[src/rtl/seg_scan_controller_if.sv]
// Bus bundle between the display scan controller and whoever owns the number
// being shown (normally the bank FSM). The master drives the value and its
// load handshake; the slave (the controller) returns the decoder/anode drive.
interface seg_scan_controller_if #(
    parameter int NUM_DIGITS = 4
);
    logic                      enable;
    logic                      load;
    logic [4*NUM_DIGITS-1:0]   value;
    logic                      blank_lz;
    logic                      load_ack;
    logic [7:0]                digit_code;
    logic [NUM_DIGITS-1:0]     anode;
    logic [2:0]                digit_idx;

    modport master (
        output enable, load, value, blank_lz,
        input  load_ack, digit_code, anode, digit_idx
    );

    modport slave (
        input  enable, load, value, blank_lz,
        output load_ack, digit_code, anode, digit_idx
    );
endinterface

[src/rtl/seg_scan_controller.sv]
// Time-multiplexed seven-segment scan controller. One digit nibble at a time
// is presented to the shared decoder while its anode is selected. New values
// are only adopted at frame boundaries so a frame never mixes two numbers.
module seg_scan_controller #(
    parameter int NUM_DIGITS       = 4,
    parameter int REFRESH_DIV      = 50000,
    parameter int ANODE_ACTIVE_LOW = 1
) (
    input  logic                  clk,
    input  logic                  reset,
    seg_scan_controller_if.slave  bus
);

    localparam int CW = (REFRESH_DIV > 2) ? $clog2(REFRESH_DIV) : 1;
    localparam int VW = 4 * NUM_DIGITS;
    localparam logic [NUM_DIGITS-1:0] ANODE_OFF =
        (ANODE_ACTIVE_LOW != 0) ? {NUM_DIGITS{1'b1}} : {NUM_DIGITS{1'b0}};

    typedef enum logic {IDLE, SCAN} state_t;

    state_t                state_q, state_d;
    logic [CW-1:0]         cnt_q, cnt_d;
    logic [2:0]            idx_q, idx_d;
    logic [VW-1:0]         shadow_q, shadow_d;
    logic [VW-1:0]         pend_val_q, pend_val_d;
    logic                  pend_flag_q, pend_flag_d;
    logic                  load_ack_q, load_ack_d;
    logic [7:0]            code_q, code_d;
    logic [NUM_DIGITS-1:0] anode_q, anode_d;

    // Frame-boundary detection and the value that the next digit update shows
    logic                  last_dwell;
    logic                  wrap;
    logic                  adopt;
    logic [VW-1:0]         adopt_val;
    logic [VW-1:0]         disp_val;
    logic [2:0]            step_idx;
    logic [8*NUM_DIGITS-1:0] code_all;
    logic [7:0]            sel_code;
    logic [NUM_DIGITS-1:0] sel_onehot;
    logic [NUM_DIGITS-1:0] sel_anode;

    assign last_dwell = (cnt_q == CW'(REFRESH_DIV - 1));
    // Dropping enable cancels the digit advance, so it also cancels the wrap.
    assign wrap       = (state_q == SCAN) && bus.enable && last_dwell &&
                        (idx_q == 3'(NUM_DIGITS - 1));
    assign adopt      = ((state_q == IDLE) || wrap) && (bus.load || pend_flag_q);
    // A load arriving on the adoption edge bypasses the pending register.
    assign adopt_val  = bus.load ? bus.value : pend_val_q;
    assign disp_val   = adopt ? adopt_val : shadow_q;

    // Per-digit decoder code: invalid nibbles and leading zeros go blank (8'hFF)
    generate
        for (genvar gi = 0; gi < NUM_DIGITS; gi++) begin : g_digit
            localparam bit CAN_BLANK = (gi != 0);
            logic [3:0] nib;
            logic       upper_zero;
            assign nib        = disp_val[4*gi +: 4];
            assign upper_zero = (disp_val[VW-1:4*gi] == '0);
            assign code_all[8*gi +: 8] =
                (nib > 4'd9)                                ? 8'hFF :
                (bus.blank_lz && CAN_BLANK && upper_zero)   ? 8'hFF :
                                                              {4'b0000, nib};
        end
    endgenerate

    // Index of the digit that the next digit update will select
    always_comb begin
        step_idx = 3'd0;
        if ((state_q == SCAN) && (idx_q != 3'(NUM_DIGITS - 1))) begin
            step_idx = idx_q + 3'd1;
        end
    end

    // Code and anode pattern for the digit at step_idx
    always_comb begin
        sel_code   = 8'hFF;
        sel_onehot = '0;
        for (int i = 0; i < NUM_DIGITS; i++) begin
            if (step_idx == 3'(i)) begin
                sel_code      = code_all[8*i +: 8];
                sel_onehot[i] = 1'b1;
            end
        end
    end

    assign sel_anode = (ANODE_ACTIVE_LOW != 0) ? ~sel_onehot : sel_onehot;

    // Next-state logic: load handshake plus IDLE/SCAN sequencing
    always_comb begin
        state_d     = state_q;
        cnt_d       = cnt_q;
        idx_d       = idx_q;
        shadow_d    = shadow_q;
        pend_val_d  = pend_val_q;
        pend_flag_d = pend_flag_q;
        load_ack_d  = 1'b0;
        code_d      = code_q;
        anode_d     = anode_q;

        if (adopt) begin
            shadow_d    = adopt_val;
            pend_flag_d = 1'b0;
            load_ack_d  = 1'b1;
        end else if (bus.load) begin
            pend_val_d  = bus.value;
            pend_flag_d = 1'b1;
        end

        case (state_q)
            IDLE: begin
                cnt_d = '0;
                idx_d = 3'd0;
                if (bus.enable) begin
                    state_d = SCAN;
                    code_d  = sel_code;
                    anode_d = sel_anode;
                end else begin
                    code_d  = 8'hFF;
                    anode_d = ANODE_OFF;
                end
            end
            SCAN: begin
                if (!bus.enable) begin
                    state_d = IDLE;
                    cnt_d   = '0;
                    idx_d   = 3'd0;
                    code_d  = 8'hFF;
                    anode_d = ANODE_OFF;
                end else if (last_dwell) begin
                    cnt_d   = '0;
                    idx_d   = step_idx;
                    code_d  = sel_code;
                    anode_d = sel_anode;
                end else begin
                    cnt_d   = cnt_q + CW'(1);
                end
            end
            default: begin
                state_d = IDLE;
            end
        endcase
    end

    // State and output registers with synchronous reset
    always_ff @(posedge clk) begin
        if (reset) begin
            state_q     <= IDLE;
            cnt_q       <= '0;
            idx_q       <= 3'd0;
            shadow_q    <= '0;
            pend_val_q  <= '0;
            pend_flag_q <= 1'b0;
            load_ack_q  <= 1'b0;
            code_q      <= 8'hFF;
            anode_q     <= ANODE_OFF;
        end else begin
            state_q     <= state_d;
            cnt_q       <= cnt_d;
            idx_q       <= idx_d;
            shadow_q    <= shadow_d;
            pend_val_q  <= pend_val_d;
            pend_flag_q <= pend_flag_d;
            load_ack_q  <= load_ack_d;
            code_q      <= code_d;
            anode_q     <= anode_d;
        end
    end

    assign bus.load_ack   = load_ack_q;
    assign bus.digit_code = code_q;
    assign bus.anode      = anode_q;
    assign bus.digit_idx  = idx_q;

endmodule

[src/flat_wrapper.sv]
// flat-port wrapper written by rule: the top's interface ports become plain ports
module seg_scan_controller_flat 
#(
    parameter int NUM_DIGITS       = 4,
    parameter int REFRESH_DIV      = 50000,
    parameter int ANODE_ACTIVE_LOW = 1
)
  (clk, reset, bus_enable, bus_load, bus_value, bus_blank_lz, bus_load_ack, bus_digit_code, bus_anode, bus_digit_idx);
  seg_scan_controller_if #(.NUM_DIGITS(NUM_DIGITS)) bus_i ();
  input  logic clk;
  input  logic reset;
  input wire logic [$bits(bus_i.enable)-1:0] bus_enable;
  input wire logic [$bits(bus_i.load)-1:0] bus_load;
  input wire logic [$bits(bus_i.value)-1:0] bus_value;
  input wire logic [$bits(bus_i.blank_lz)-1:0] bus_blank_lz;
  output wire logic [$bits(bus_i.load_ack)-1:0] bus_load_ack;
  output wire logic [$bits(bus_i.digit_code)-1:0] bus_digit_code;
  output wire logic [$bits(bus_i.anode)-1:0] bus_anode;
  output wire logic [$bits(bus_i.digit_idx)-1:0] bus_digit_idx;
  assign bus_i.enable = bus_enable;
  assign bus_i.load = bus_load;
  assign bus_i.value = bus_value;
  assign bus_i.blank_lz = bus_blank_lz;
  assign bus_load_ack = bus_i.load_ack;
  assign bus_digit_code = bus_i.digit_code;
  assign bus_anode = bus_i.anode;
  assign bus_digit_idx = bus_i.digit_idx;
  seg_scan_controller #(.NUM_DIGITS(NUM_DIGITS), .REFRESH_DIV(REFRESH_DIV), .ANODE_ACTIVE_LOW(ANODE_ACTIVE_LOW)) u_core (.clk(clk), .reset(reset), .bus(bus_i));
endmodule
[config.mk]
export PLATFORM = sky130hd
export DESIGN_NAME = seg_scan_controller_flat
export DESIGN_NICKNAME = d
export VERILOG_FILES = /design/src/rtl/seg_scan_controller_if.sv /design/src/rtl/seg_scan_controller.sv /design/src/flat_wrapper.sv
export SDC_FILE = /design/constraint.sdc
export NUM_CORES = 1
export LEC_CHECK = 0
export CORE_UTILIZATION = 55
export CTS_CLUSTER_SIZE = 16
export DETAILED_ROUTE_END_ITERATION = 16
export PLACE_DENSITY = 0.84
export SYNTH_ARGS = -nofsm -noshare
export SYNTH_HDL_FRONTEND = slang
export SYNTH_SLANG_ARGS = --single-unit
[constraint.sdc]
create_clock -name clk -period 3.2 [get_ports clk]
set_input_delay 0.32 -clock clk [delete_from_list [all_inputs] [get_ports clk]]
set_output_delay 0.32 -clock clk [all_outputs]
set_load 0.02 [all_outputs]
Yosys cells after proc, flatten, opt, wreduce, memory -nomap -nowiden

Index checks and enable logic that the tools add are counted.

Bits in registers: 66
Bits in latches: 0
RAM bits: 0
Memory bits (read-only): 0
Input bits: 21
Output and inout bits: 16
Word-level logic and storage cells: 73
Memories kept: 0

Add/subtract/negate cells: 2
Multiply operators: 0
Div/mod/pow operators: 0
Magnitude comparators: 4
Equality and inequality tests: 7
Shift operators: 0
Muxes and demuxes: 34
Bitwise gates (word level): 2
Reduce and logical (&&, ||, !) cells: 15

Operator list:

| cell                                           | count |
|---|---|
| 2-to-1 mux 8 bit                               | 14 |
| 2-to-1 mux 16 bit                              | 4 |
| case mux 16 bit (2 select lines)               | 1 |
| adder 16 x 1 -> 16 bit (second input constant) | 1 |
| == test 16 bit (second input constant)         | 1 |
| > comparator 4 bit (second input constant)     | 4 |
| case mux 8 bit (2 select lines)                | 1 |
| zero test 12 bit                               | 1 |
| 2-to-1 mux 4 bit                               | 3 |
| == test 3 x 2 -> 1 bit (second input constant) | 3 |
| 2-to-1 mux 3 bit                               | 3 |
| logical AND 1 bit                              | 8 |
| zero test 8 bit                                | 1 |
| case mux 4 bit (2 select lines)                | 1 |
| 2-to-1 mux 1 bit                               | 6 |
| case mux 3 bit (2 select lines)                | 1 |
| zero test 4 bit                                | 1 |
| NOT 4 bit                                      | 1 |
| adder 3 x 1 -> 3 bit (second input constant)   | 1 |
| == test 3 x 1 -> 1 bit (second input constant) | 1 |
| zero test 3 bit                                | 1 |
| != test 3 x 2 -> 1 bit (second input constant) | 1 |
| != test 3 bit (second input constant)          | 1 |
| logical OR 1 bit                               | 2 |
| other kinds (2)                                | 2 |

Depth between registers and ports, before layout

Gate-level depths: netlist (run 1).

Depth in word-level cells: 16
Mapped depth: 12
Gate-level depth less buffers: 9

Worst setup path after synthesis (run 1)

Ideal clock, no wire load.

Kind: reg-to-reg
Start: reg u_core.idx_q[0], in the netlist u_core.bus.digit_idx[0]
End: reg u_core.code_q[1], in the netlist u_core.bus.digit_code[1]
Setup time: 0.143 ns
Data arrival time: 2.342 ns
Data required time: 3.057 ns
Slack: 0.715 ns
Stages on the path, launching flop included: 10
Path buffers: 0
Clock period less this slack: 2.485 ns
Path through: dfxtp_1 ha_1 ha_1 nand2b_1 nor4b_2 nor2b_1 a211oi_1 a21oi_1 a2111oi_0 a22oi_1

Longest elaborated chain between the ends: 15
Elaborated cells between the ends (all ways): 38
Those cells by class: add/sub (1); order compare (4); eq/ne (5); mux (17); reduce/logical (11)

Ends and longest elaborated chain:

| item                                                                        | line                       | source |
|---|---|---|
| start: declaration                                                          | seg_scan_controller.sv:23  | `logic [2:0] idx_q, idx_d;` |
| start signal: assignment                                                    | seg_scan_controller.sv:160 | `idx_q <= idx_d;` |
| parallel branches: the longest is 11 deep, another holds > comparator 4 bit | n/a                        |  |
| 2-to-1 mux 8 bit (*)                                                        | seg_scan_controller.sv:80  | `if (step_idx == 3'(i)) begin` |
| 2-to-1 mux 8 bit                                                            | seg_scan_controller.sv:130 | `end else if (last_dwell) begin` |
| 2-to-1 mux 8 bit                                                            | seg_scan_controller.sv:124 | `if (!bus.enable) begin` |
| case mux 8 bit (2 select lines) (*)                                         | seg_scan_controller.sv:110 | `case (state_q)` |
| end signal: assignment                                                      | seg_scan_controller.sv:165 | `code_q <= code_d;` |
| end: declaration                                                            | seg_scan_controller.sv:28  | `logic [7:0] code_q, code_d;` |

Mark *: on every way between the ends. The select of a mux whose other input is x is not followed.
A chain may end at the register's enable or synchronous reset.

Final worst setup path (run 1)

Start: reg u_core.idx_q[0], in the netlist u_core.bus.digit_idx[0]
End: reg u_core.code_q[6], in the netlist u_core.bus.digit_code[6]

The elaborated chain is that of the path after synthesis.

==> results.toml, run 1 <==
[status]
outcome = "finished, final reports clean"

[die]
die_height_um = 77.9
core_sq_um = 5540
start_util_pct = 57.1
rows = 27
io-pin-count = 37
dieArea_sq_um = 6060
die_w_um = 77.9

[critical_path]
start_kind = "register"
crit_fanout = 22
r2r_slack_ps = 460
cp_data_arrival_time_ps = 3010
cp-end-kind = "register"
worstReg2RegEnd = "u_core.bus.digit_code[6]"
cp.required_ps = 3470
worstSetupStartpoint = "u_core.bus.digit_idx[0]"
critPathKind = "reg2reg"
reg2reg_depth = 10
timing.rr.start = "u_core.bus.digit_idx[0]"

[cells_and_area]
drive_above_1_share_pct = 8.82
final_net_count = 427
antenna_cells = 0
fin_util_pct = 67.9
regArea_sq_um = 1260
multi_input_area_sq_um = 1750
fillers = 464
syn_to_final_growth_pct = 18.8

[power_and_ir_drop]
pwr-share-comb_pct = 13.9
p_int_uw = 1360
p_leak_uw = 0.00145
clkPwrFrac_pct = 39.7
peakVddDrop_mv = 0.429
p_seq_share_pct = 46.4
p_switching_uw = 466
p_per_area_nw_per_um2 = 485
swShare_pct = 25.6

[global_route]
gr-total-overflow = 0
grt_usage_pct = 25.1
grt_pass1_wl_um = 11900
antenna_found_initial = 0
grt-busiest-layer = "met2"
groute.layer.met3.usage_pct = 6.00
grt_start_max_net_pins = 35
first_global_vias = 2682
grtUsageMet2_pct = 40.7
use_met1_pct = 31.0

[synthesis]
synth-edff-count = 0
syn_area_sq_um = 3170
synth_warnings = 0
synth.yosys.seq_area_share_pct = 39.8
syn_inst = 369
syn_nets = 393
ys_async_sr_fraction_pct = 0
synth_seq_cells = 63
synth_area_per_cell_sq_um = 8.58
ys.flop_type = "dfxtp_1"
ys_types = 48

[min_path]
hp-start = "u_core.cnt_q[0]"
hp-class = "reg2reg"
hold_end = "u_core.cnt_q[0]"
min_path_cells = 1

[drt]
drc = 0
viasPerCell = 5.68
totalWireLength_um = 6860
first_pass_iters = 4
wl_per_cell_um = 14.3
drtAntennaViolNets = 0
vias = 2726
drtIter0Drc = 154

[placement]
pre_cts_slack_ps = 510
dpl.hpwl_um = 5030
place_congestion = 0.860
io_buffers = 36

[sta]
maxSlewViolCount = 0
worst_slew_pin_slew_ps = 914
timing.final.crit_share_pct = 85.6
layout_setup_ws_ps = 460
fin_setup_tns_ps = 0
hold_viol_final = 0
fmax_mhz = 365
layout_min_cycle_time_ps = 2740
finalSetupViolCount = 0
relSlewSlack_pct = 38.9
finalClockSkew_ps = 6.69
grt_setup_unrepaired = "no"

[clock_tree]
clkLatencyLatePin_ps = 350
cts_root_buf = "clkbuf_8"
numCtsBuffers = 9
cts_buffer_depth = 2
clkSinkCount = 63
cts_tree = "done"
postCtsHoldBufs = 0
cts.clk_slew.worst_paths_ps = 70
cts_resized = 0
post_cts_buffers = 0
ctsHtreeMaxLevel = 3

[flow_run]
drv_cap = 0
-- state kept, by name (all words and copies together) (netlist names) --
register	count
u_core.bus.load_ack	1
u_core.bus.anode	4
u_core.shadow_q	16
u_core.cnt_q	16
u_core.pend_val_q	16
u_core.bus.digit_code	5
u_core.pend_flag_q	1
u_core.state_q	1
u_core.bus.digit_idx	3
-- stage by stage --
stage                     cell area [sq um]  total power, uW  cells  hold slack (ps)
after floorplan                        3170             1030    369              418
after global placement                 3550             1110    464              434
after detailed placement               3550             1110    464              438
after CTS                              3760             1830    480              447
after global routing                   3760             1890    480              489
final                                  3760             1820    480              449
-- Yosys cell counts, drive strengths merged (6+ instances only) --
master	count	area, sq um
nor2	59	221
nand3	10	50.1
dfxtp	63	1260
inv	6	22.5
clkbuf	7	26.3
nand2	32	120
a211oi	16	120
nor3	7	35.0
buf	14	98.8
nor2b	8	50.1
mux2i	35	354
a21oi	16	83.8
xnor2	7	61.3
o21ai	22	110
-- area by class of cell --
| cell class | instances | share of cell area, % |
|---|---|---|
| multi-input combinational | 278 | 46.6 |
| sequential | 63 | 33.5 |
| timing repair buffer | 44 | 11.2 |
| clock buffer | 13 | 4.49 |
| tap | 72 | 2.40 |
| clock inverter | 3 | 1.06 |
| inverter | 7 | 0.699 |
-- routing by layer --
| metal | vias to the layer above | routed length [um] |
|---|---|---|
| li1 | 1389 | - |
| met1 | 1251 | 3200 |
| met2 | 72 | 3190 |
| met3 | 14 | 300 |
| met4 | 0 | 175 |
| met5 | - | 0 |
-- logic make-up (layout without fill, tap and decap cells) --
logic type	Yosys count	in the layout	synth area share, %
DFF	63	63	39.8
buffers and inverters	28	67	4.78
adders and majority gates	3	3	1.19
and+or+nand+nor	145	145	22.4
xor gates and xnor gates	12	12	3.32
muxes	39	39	12.6
AOI/OAI and AO/OA	79	79	15.9
-- layout by cell type (no fill, tap or decap), drive strengths merged, types with 2 or more instances in the layout --
cell type      Yosys  final
inv                6      6
nor2              59     59
a31oi              4      4
dfxtp             63     63
nor2b              8      8
xor2               5      5
nand2             32     32
o221ai             2      2
clkdlybuf4s50      0     36
o21ai             22     22
or2                2      2
xnor2              7      7
clkinv             1      3
and4bb             2      2
and3               4      4
o211ai             5      5
buf               14      8
nor4               5      5
mux2i             35     35
or3                5      5
clkbuf             7     13
a2111oi            2      2
nand2b             2      2
nor4b              2      2
o22ai              3      3
nand3             10     10
nand4              4      4
a21oi             16     16
nor3               7      7
a21o               2      2
ha                 3      3
a22oi              2      2
mux2               4      4
a211oi            16     16
-- worst max-delay path by stage --
stage	cells past startpoint	endpoint	slack, ps
floorplan	9	u_core.bus.digit_code[1]	720
global placement	9	u_core.bus.digit_code[2]	600
detailed placement	8	u_core.pend_val_q[3]	510
CTS	8	u_core.pend_val_q[3]	490
global route	10	u_core.bus.digit_code[2]	220
finish	10	u_core.bus.digit_code[6]	460
-- power groups by stage --
stage          Combinational (uW)  Sequential [uW]  Clock, uW
2_1_floorplan                 170              862          0
3_3_place_gp                  244              862          0
3_5_place_dp                  250              863          0
4_1_cts                       252              846        728
5_1_grt                       278              850        765
6_report                      253              846        723
-- critical path, cell delays in order, from the launching register on --
cell and delay, ps:
dfxtp_1 490, ha_1 210, ha_1 190, nand2b_1 200, and3b_1 230, a21o_1 260, buf_4 280, mux2i_1 320
nor2b_1 170, o22ai_1 130, o21ai_0 180
No activity file was read; power rests on OpenSTA's default activity.
==> run 2, diff against run 1 <==
==> constraint.sdc (replaced) <==
create_clock -name clk -period 3.2 [get_ports clk]
set_input_delay 0.8 -clock clk [delete_from_list [all_inputs] [get_ports clk]]
set_output_delay 0.8 -clock clk [all_outputs]
set_load 0.02 [all_outputs]
==> run 2 against run 1 <==
Against the previous run: sequential cell count did not move; design area barely moved; non-clock buffer count rose by 4; global-route usage rose by 0.80 points; combinational power rose by 3%; worst hold slack improved by 7.2 ps; core utilization barely moved; total power fell by 3.6%; final cell count rose by 0.63%; via count rose by 3.0%; first-iteration DRC count rose by 74%; highest routed layer unchanged.
==> results.toml, run 2 (synthesis gave the netlist of run 1 again) <==
[status]
outcome = "finished, final reports clean"

[global_route]
gr-total-overflow = 0
grt_usage_pct = 25.9
grt_start_max_net_pins = 35
antenna_found_initial = 0
grt_pass1_wl_um = 12300
first_global_vias = 2690

[cells_and_area]
syn_to_final_growth_pct = 18.7
reg_top3 = "u_core.cnt_q: 16 flops, u_core.pend_val_q: 16 flops, u_core.shadow_q: 16 flops"
final_common_cell = "dfxtp_1"
antenna_cells = 0
layout_common_cells = "dfxtp_1, nor2_1, clkdlybuf4s50_1"
final_net_count = 431
finalNonFillerCells = 483
fin_area_sq_um = 3760
fin_util_pct = 67.8
drive_above_1_share_pct = 9.49

[die]
start_util_pct = 57.1
io-pin-count = 37
dieArea_sq_um = 6060
core_sq_um = 5540
die_w_um = 77.9
die_height_um = 77.9
rows = 27

[sta]
maxSlewViolCount = 0
hold_viol_final = 0
fmax_mhz = 354
worst_slew_pin_slew_ps = 455
finalSetupViolCount = 0
fin_setup_tns_ps = 0
finalClockSkew_ps = 10.4
grt_setup_unrepaired = "no"
layout_min_cycle_time_ps = 2830
relSlewSlack_pct = 68.9
timing.final.crit_share_pct = 88.3

[drt]
first_pass_iters = 4
vias = 2807
viasPerCell = 5.81
drc = 0
drtAntennaViolNets = 0
drtIter0Drc = 268
totalWireLength_um = 7320
wl_per_cell_um = 15.2

[critical_path]
critPathMaxStageDelay_ps = 500
critical-path-top-delay-family = "compound AO/OA/AOI/OAI gates"
path_common_cell = "ha_1"
crit_buf_inv = 0
cp_data_arrival_time_ps = 3020
critPathKind = "reg2reg"
cp-end-kind = "register"
cp.required_ps = 3400
start_kind = "register"
crit_fanout = 9
path_cells = "ha_1 -> ha_1 -> nand2b_1 -> and3b_1 -> a21o_1 -> mux2i_2 -> a211oi_1 -> a2111oi_0 -> a22oi_1"
slowest_stage = "dfxtp_1"

[placement]
place_congestion = 0.836
post_dp_cell_area_sq_um = 3580
dpl.hpwl_um = 5250
io_buffers = 36
dpl.cell_count = 468

[clock_tree]
cts_root_buf = "clkbuf_8"
clkSinkCount = 63
ctsHtreeMaxLevel = 3
post_cts_buffers = 0
cts_buffer_depth = 2
cts_tree = "done"
cts.clk_slew.worst_paths_ps = 70
clkLatencyLatePin_ps = 340
cts_resized = 0
numCtsBuffers = 9
postCtsHoldBufs = 0

[power_and_ir_drop]
p_int_uw = 1290
clkPwrFrac_pct = 36.9
p_per_area_nw_per_um2 = 467
swShare_pct = 26.7
p_seq_share_pct = 48.2
p_leak_uw = 0.00146
pwr-share-comb_pct = 14.9
finalPower_uw = 1760
p_switching_uw = 469
peakVddDrop_mv = 0.374

[flow_run]
drv_cap = 0

[min_path]
hp-class = "reg2reg"
==> run 2: cell count changes in the layout (fill, tap and decap cells not counted), sizes merged <==
| cell | previous run | this run |
|---|---|---|
| buf | 8 | 12 |
| clkbuf | 13 | 10 |
| clkinv | 3 | 5 |
==> run 2: path summary, 6_finish.rpt <==
| path | endpoint | startpoint | depth (start not counted) | slack (ps) |
|---|---|---|---|---|
| setup / recovery | u_core.bus.digit_code[2] | u_core.bus.digit_idx[0] | 9 | 370 |
| hold / removal | u_core.cnt_q[0] | u_core.cnt_q[0] | 1 | 460 |
| setup reg to reg | u_core.bus.digit_code[2] | u_core.bus.digit_idx[0] | 9 | 370 |
| hold reg to reg | u_core.cnt_q[0] | u_core.cnt_q[0] | 1 | 460 |
==> run 2: layout make-up <==
| cell class | instances | area (sq um) |
|---|---|---|
| fill | 446 | 1780 |
| clock inverter | 5 | 50.0 |
| clock buffer | 10 | 128 |
| tap | 72 | 90.1 |
| timing repair buffer | 48 | 450 |
| inverter | 7 | 26.3 |
| multi-input combinational | 278 | 1750 |
| sequential | 63 | 1260 |
==> run 2: metrics by stage <==
stage	hold WS, ps	setup slack [ps]
2_1_floorplan	418	715
3_3_place_gp	430	233
3_5_place_dp	441	112
4_1_cts	459	402
5_1_grt	484	126
6_report	456	373
==> run 2: worst register-to-register path, cell delays in order, from the launching register on <==
cell	delay, ps
dfxtp_1	500
ha_1	210
ha_1	190
nand2b_1	200
and3b_1	240
a21o_1	270
mux2i_2	320
a211oi_1	130
a2111oi_0	470
a22oi_1	140
==> run 2: per-layer routing <==
layer / part of all wire (%) / routed length [um] / vias up / GRT usage (%)
met5: 0 / 0 / - / 0
met4: 2.9 / 210 / 0 / 15.8
met3: 5.2 / 383 / 20 / 4.47
met2: 47 / 3480 / 91 / 42.3
met1: 44 / 3250 / 1301 / 31.6
li1: - / - / 1395 / -
==> run 2: power by group through the flow <==
stage               clock network, uW  logic [uW]  registers [uW]
CTS                               657         259             846
floorplan                           0         170             862
detailed placement                  0         255             864
finish                            648         261             847
global route                      690         284             850
global placement                    0         248             862
